[src/rtl/spi_ram_burst.sv]
// -----------------------------------------------------------------------------
// spi_ram_burst
// Parametrised single-port RAM that sits behind an SPI slave. It receives
// 2-bit commands plus a payload word from the SPI receive side and returns
// read data to the SPI transmit side with a one-cycle tx_valid strobe.
// Out-of-range addresses and data commands that have no loaded address
// raise a one-cycle cmd_err pulse.
//
// Compile option: RAM_AUTO_INC_EN
//   defined   - wr_addr / rd_addr advance after each accepted 01 / 11
//               command and wrap from MEM_DEPTH-1 to 0 (burst transfers).
//   undefined - addresses stay put until the next 00 / 10 command.
//
// Ports
//   clk       in   system clock, rising edge
//   rst_n     in   asynchronous active-low reset
//   din       in   {cmd[1:0], payload[DATA_WIDTH-1:0]}
//   rx_valid  in   din valid this cycle
//   dout      out  read data, holds until the next read
//   tx_valid  out  one-cycle pulse per 11 command
//   cmd_err   out  one-cycle pulse per illegal command
//   busy_wr   out  write address loaded
//   busy_rd   out  read address loaded
//
// Handshake: a command is consumed on every rising clk edge where
// rx_valid=1; there is no back-pressure. tx_valid/cmd_err are strobes valid
// for exactly the one cycle after the consuming edge and carry no ready.
// -----------------------------------------------------------------------------
module spi_ram_burst #(
  parameter int DATA_WIDTH = 8,
  parameter int ADDR_WIDTH = 8,
  parameter int MEM_DEPTH  = 256
) (
  input  logic                  clk,
  input  logic                  rst_n,
  input  logic [DATA_WIDTH+1:0] din,
  input  logic                  rx_valid,
  output logic [DATA_WIDTH-1:0] dout,
  output logic                  tx_valid,
  output logic                  cmd_err,
  output logic                  busy_wr,
  output logic                  busy_rd
);

  typedef enum logic [1:0] {
    CMD_WR_ADDR = 2'b00,
    CMD_WR_DATA = 2'b01,
    CMD_RD_ADDR = 2'b10,
    CMD_RD_DATA = 2'b11
  } cmd_t;

  // Storage is not reset; name kept as "memory" for backdoor loading.
  logic [DATA_WIDTH-1:0] memory [MEM_DEPTH];

  logic [ADDR_WIDTH-1:0] r_wr_addr;
  logic [ADDR_WIDTH-1:0] r_rd_addr;
  logic                  r_wr_addr_ok;
  logic                  r_rd_addr_ok;
  logic [DATA_WIDTH-1:0] r_dout;
  logic                  r_tx_valid;
  logic                  r_cmd_err;

  cmd_t                  w_cmd;
  logic [DATA_WIDTH-1:0] w_payload;
  logic [ADDR_WIDTH-1:0] w_addr;
  logic                  w_addr_in_range;
  logic                  w_wr_en;

  assign w_cmd     = cmd_t'(din[DATA_WIDTH+1:DATA_WIDTH]);
  assign w_payload = din[DATA_WIDTH-1:0];
  // Address is the truncated low part of the payload.
  assign w_addr    = w_payload[ADDR_WIDTH-1:0];
  // Compare at 32 bits so MEM_DEPTH == 2**ADDR_WIDTH does not overflow.
  assign w_addr_in_range = (32'(w_addr) < MEM_DEPTH);
  assign w_wr_en   = rx_valid && (w_cmd == CMD_WR_DATA) && r_wr_addr_ok;

`ifdef RAM_AUTO_INC_EN
  localparam logic [ADDR_WIDTH-1:0] LP_LAST = ADDR_WIDTH'(MEM_DEPTH - 1);
  logic [ADDR_WIDTH-1:0] w_wr_next;
  logic [ADDR_WIDTH-1:0] w_rd_next;
  // Wrap at MEM_DEPTH-1, which need not be a power-of-two boundary.
  assign w_wr_next = (r_wr_addr == LP_LAST) ? '0 : r_wr_addr + 1'b1;
  assign w_rd_next = (r_rd_addr == LP_LAST) ? '0 : r_rd_addr + 1'b1;
`endif

  always_ff @(posedge clk) begin
    if (w_wr_en) begin
      memory[r_wr_addr] <= w_payload;
    end
  end

  always_ff @(posedge clk or negedge rst_n) begin
    if (!rst_n) begin
      r_wr_addr    <= '0;
      r_rd_addr    <= '0;
      r_wr_addr_ok <= 1'b0;
      r_rd_addr_ok <= 1'b0;
      r_dout       <= '0;
      r_tx_valid   <= 1'b0;
      r_cmd_err    <= 1'b0;
    end else begin
      // Strobes default low so each accepted command yields one-cycle pulses.
      r_tx_valid <= 1'b0;
      r_cmd_err  <= 1'b0;
      if (rx_valid) begin
        case (w_cmd)
          CMD_WR_ADDR: begin
            if (w_addr_in_range) begin
              r_wr_addr    <= w_addr;
              r_wr_addr_ok <= 1'b1;
            end else begin
              r_wr_addr_ok <= 1'b0;
              r_cmd_err    <= 1'b1;
            end
          end
          CMD_WR_DATA: begin
            if (r_wr_addr_ok) begin
`ifdef RAM_AUTO_INC_EN
              r_wr_addr <= w_wr_next;
`endif
            end else begin
              r_cmd_err <= 1'b1;
            end
          end
          CMD_RD_ADDR: begin
            if (w_addr_in_range) begin
              r_rd_addr    <= w_addr;
              r_rd_addr_ok <= 1'b1;
            end else begin
              r_rd_addr_ok <= 1'b0;
              r_cmd_err    <= 1'b1;
            end
          end
          CMD_RD_DATA: begin
            // A read always answers; without an address it returns zero
            // and flags the error alongside.
            r_tx_valid <= 1'b1;
            if (r_rd_addr_ok) begin
              r_dout <= memory[r_rd_addr];
`ifdef RAM_AUTO_INC_EN
              r_rd_addr <= w_rd_next;
`endif
            end else begin
              r_dout    <= '0;
              r_cmd_err <= 1'b1;
            end
          end
          default: ;
        endcase
      end
    end
  end

  assign dout     = r_dout;
  assign tx_valid = r_tx_valid;
  assign cmd_err  = r_cmd_err;
  assign busy_wr  = r_wr_addr_ok;
  assign busy_rd  = r_rd_addr_ok;

endmodule

[config.mk]
export PLATFORM = sky130hd
export DESIGN_NAME = spi_ram_burst
export DESIGN_NICKNAME = d
export VERILOG_FILES = /design/src/rtl/spi_ram_burst.sv
export SDC_FILE = /design/constraint.sdc
export NUM_CORES = 2
export LEC_CHECK = 0
export ABC_AREA = 0
export BUFFER_PORTS_ARGS = -buffer_cell sky130_fd_sc_hd__buf_2
export CORE_MARGIN = 2
export CORE_UTILIZATION = 55
export DETAILED_ROUTE_END_ITERATION = 8
export PLACE_DENSITY = 0.7
export SYNTH_ARGS = -nofsm -noshare
export SYNTH_HDL_FRONTEND = slang
export SYNTH_SLANG_ARGS = --single-unit
[constraint.sdc]
create_clock -name clk -period 3.8 [get_ports clk]
set_clock_uncertainty 0.2 [all_clocks]
set_input_delay 0.38 -clock clk [delete_from_list [all_inputs] [get_ports clk]]
set_output_delay 0.38 -clock clk [all_outputs]
set_load 0.05 [all_outputs]
==> impl_metrics.csv <==
group,metric,value,unit
status,status,"complete, but fails checks",
status,violations,"negative hold slack",
cells_and_area,regArea,0.0622,mm²
sta,fin_crit_sh,0.970,
clock_network,clk_pin_slew,0.07,ns
cells_and_area,area_growth,13.5,%
power,peakVddDrop,560,µV
clock_network,insertion_delay,0.87,ns
global_route,grt_usage,0.282,
floorplanning,die_area,0.152,mm²
synth,yosys_warnings,0,
synth,yosys.area_share.simple,0.0321,
synth,synth_edf_count,2048,
run,timing.max_cap.violations,0,
floorplanning,start_util,0.555,
synth,synth.area.mux_share,0.144,
synth,synth-compound-area-share,0.0406,
synth,synth-main-ff-cell,"edfxtp_1",
clock_network,ctsRootBufferMaster,"clkbuf_16",
clock_network,cts_tree,"built",
critical_path,cpPeakStageDelay,0.64,ns
clock_network,clockBufferDepth,3,
synth,synth_fp_nets,4155,
global_route,grt_pass1_vias,43100,
critical_path,path_class,"register to register",
sta,hold_ws,-0.0294,ns
placed_design,globalplace.congestion,0.907,
sta,slew_headroom,0.307,
sta,setup_tns,0,ns
synth,synth_top_family_by_area,"multiplexers",
critical_path,rr_startpoint,"r_rd_addr[0]",
route,wl,213000,µm
global_route,antenna_found_initial,8,
route,num_vias,43600,
route,wire_per_inst,32.2,µm
sta,setup_viol,0,
clock_network,post_cts_buffers,0,
global_route,grt_remaining_overflow,0,
critical_path,startpoint,"r_rd_addr[0]",
floorplanning,die_w,390,µm
sta,rsz0062_at_grt,"true",
sta,period_needed,3.68,ns
power,cellPowerDensity,574,mW/mm²
route,drc,0,
floorplanning,io_pins,25,
clock_network,clock-sinks,2076,
clock_network,cts_buffers,197,
floorplanning,fp-row-count,141,
floorplanning,fp.dieH,390,µm
synth,synth_cell_types,77,
sta,worst_pin_slew,1.04,ns
placed_design,dp_hpwl,134000,µm
synth,async_flop_share,0.0135,
critical_path,cp_cell_sequence,"buf_12, buf_12, mux4_2, a211oi_1, nor4_1, a31oi_1, o32ai_1",
placed_design,place_inst,6242,
critical_path,crit_end,"dout[6]",
critical_path,regToRegEndpoint,"dout[6]",
synth,yosys_register_bits,2076,
critical_path,startpoint_type,"register",
synth,syn_inst,4142,
synth,synth_xor_area_frac,0,
route,drt_iter0_markers,6121,
synth,netlist_area,0.0820,mm²
cells_and_area,final_nets,4533,
synth,ys_seq_area_frac,0.759,
critical_path,cpMaxStageDelayCell,"a211oi_1",
placed_design,dp_slack,0.0832,ns
global_route,grt_max_degree,107,
critical_path,cpMostUsedCell,"buf_12",
critical_path,reg2reg_depth,7,
sta,slew_violations,0,
route,ant_nets,0,
critical_path,cp.required,4.31,ns
cells_and_area,finalNonFillerCells,6614,
critical_path,path_max_fanout,23,
sta,clock.fmax,271,MHz
sta,setup_slack,0.116,ns
min_path,hold_start,"din[2]",
floorplanning,fp.coreArea,0.148,mm²
cells_and_area,drive_gt1_frac,0.234,
placed_design,portBuffers,24,
cells_and_area,fillerInstances,9924,
sta,finalHoldViolations,8,
power,leakage,0.0302,µW
min_path,min_path_type,"input port to register",
synth,avgSynthCellArea,19.8,µm²
global_route,grt_pass1_wl,307000,µm
route,viasPerCell,6.60,
critical_path,cp.arrival,4.19,ns
synth,synth_adder_area_share,0,
clock_network,cts_max_level,4,
cells_and_area,multi_input_area,0.0178,mm²
critical_path,r2r_slack,0.12,ns
critical_path,cp-end-kind,"register",
route,drtPass1Iterations,5,
-- how the worst min path moves through the flow --
stage / end / depth (start not counted) / slack [ns]
final: memory[151][2] / 1 / -0.03
after global routing: memory[151][2] / 1 / 0.02
after CTS: memory[150][0] / 1 / 0.006
after detailed placement: busy_wr / 1 / 0.29
after global placement: busy_wr / 1 / 0.28
after floorplan: busy_rd / 0 / -0.12
-- synthesized netlist by cell type (39+ instances only) --
cell	count	area, µm²
a21oi_1	101	505
buf_2	46	230
buf_6	70	788
clkbuf_1	82	308
edfxtp_1	2048	61500
mux2i_1	339	3390
mux4_2	328	7390
nand2_1	107	402
nand3_1	39	195
nor2_1	327	1230
nor3_1	56	280
o21ai_0	45	225
o221ai_1	111	972
o22ai_1	67	419
-- where the power goes --
| group | internal [µW] | leakage (µW) | switching, µW | total (µW) |
|---|---|---|---|---|
| logic | 3050 | 0.00827 | 5050 | 8110 |
| registers | 25200 | 0.0187 | 240 | 25500 |
| clock network | 11300 | 0.00317 | 8550 | 19800 |
-- cell type report --
| type | count | area share |
|---|---|---|
| repair buffers | 434 | 0.0427 |
| clock inverters | 117 | 0.0145 |
| multi-input cells | 1802 | 0.192 |
| flip-flops and latches | 2076 | 0.669 |
| well taps | 1930 | 0.0260 |
| clock buffers | 243 | 0.0557 |
| inverters | 9 | 0.000403 |
| diodes | 3 | 0.0000807 |
-- cell families (layout without fill, tap and decap cells) --
group / count (synthesis) / in the layout
buf+inv: 264 / 803
simple gates: 609 / 609
compound gates: 468 / 468
flops: 2076 / 2076
mux: 725 / 725
other cells: 0 / 3
-- placed cells by master (no fill, tap or decap), types with 9 or more instances in the layout --
master     Yosys  final
a211oi_1      19     19
a21oi_1      101    101
a22oi_1       15     15
a31oi_1       15     15
buf_12         4     55
buf_2         46     17
buf_4         10    346
bufinv_16      0     22
clkbuf_1      82     40
clkbuf_16      0    199
clkbuf_8       1     12
clkinv_1       0     43
clkinv_2       0     29
dfrtp_1       28     23
edfxtp_1    2048   2048
mux2_2        31     31
mux2i_1      339    339
mux4_1        27     27
mux4_2       328    328
nand2_1      107    107
nand3_1       39     36
nand4_1        9      9
nor2_1       327    327
nor2b_1       12     12
nor3_1        56     56
nor4_1        23     21
o21ai_0       45     45
o221ai_1     111    111
o22ai_1       67     67
-- state kept, by name, summed over array words and instances (netlist names) --
register	flops
dout	8
tx_valid	1
busy_rd	1
cmd_err	1
busy_wr	1
r_rd_addr	8
memory	2048
r_wr_addr	8
-- metrics by stage --
stage | power, µW | utilization | hold WS (ns) | area, µm²
finish | 53400 | 0.629 | -0.0294 | 93000
global placement | 33800 | 0.584 | 0.282 | 86400
CTS | 53400 | 0.629 | 0.00631 | 93000
detailed placement | 33900 | 0.584 | 0.287 | 86400
floorplan | 30800 | - | -0.116 | 82000
global route | 54700 | 0.629 | 0.0182 | 93000
-- layer usage --
metal | track usage | part of all wire
met1 | 0.397 | 0.38
met2 | 0.440 | 0.48
met3 | 0.0592 | 0.11
met4 | 0.110 | 0.039
met5 | 0 | 0.00030
-- critical path: cells and delay by family (launching register included) --
family | cells | cell delay (ns)
AO/OA/AOI/OAI | 3 | 1.39
buffers and inverters | 2 | 0.50
flip-flops | 1 | 0.61
multiplexers | 1 | 0.52
AND/OR/NAND/NOR | 1 | 0.27
-- repair_timing --
item	4_1_cts	5_1_grt
setup endpoints to repair	0	26
gates resized for setup	0	2
hold endpoints to repair	131	3
hold buffers	8	1
Power figures use the tool's default switching activity.
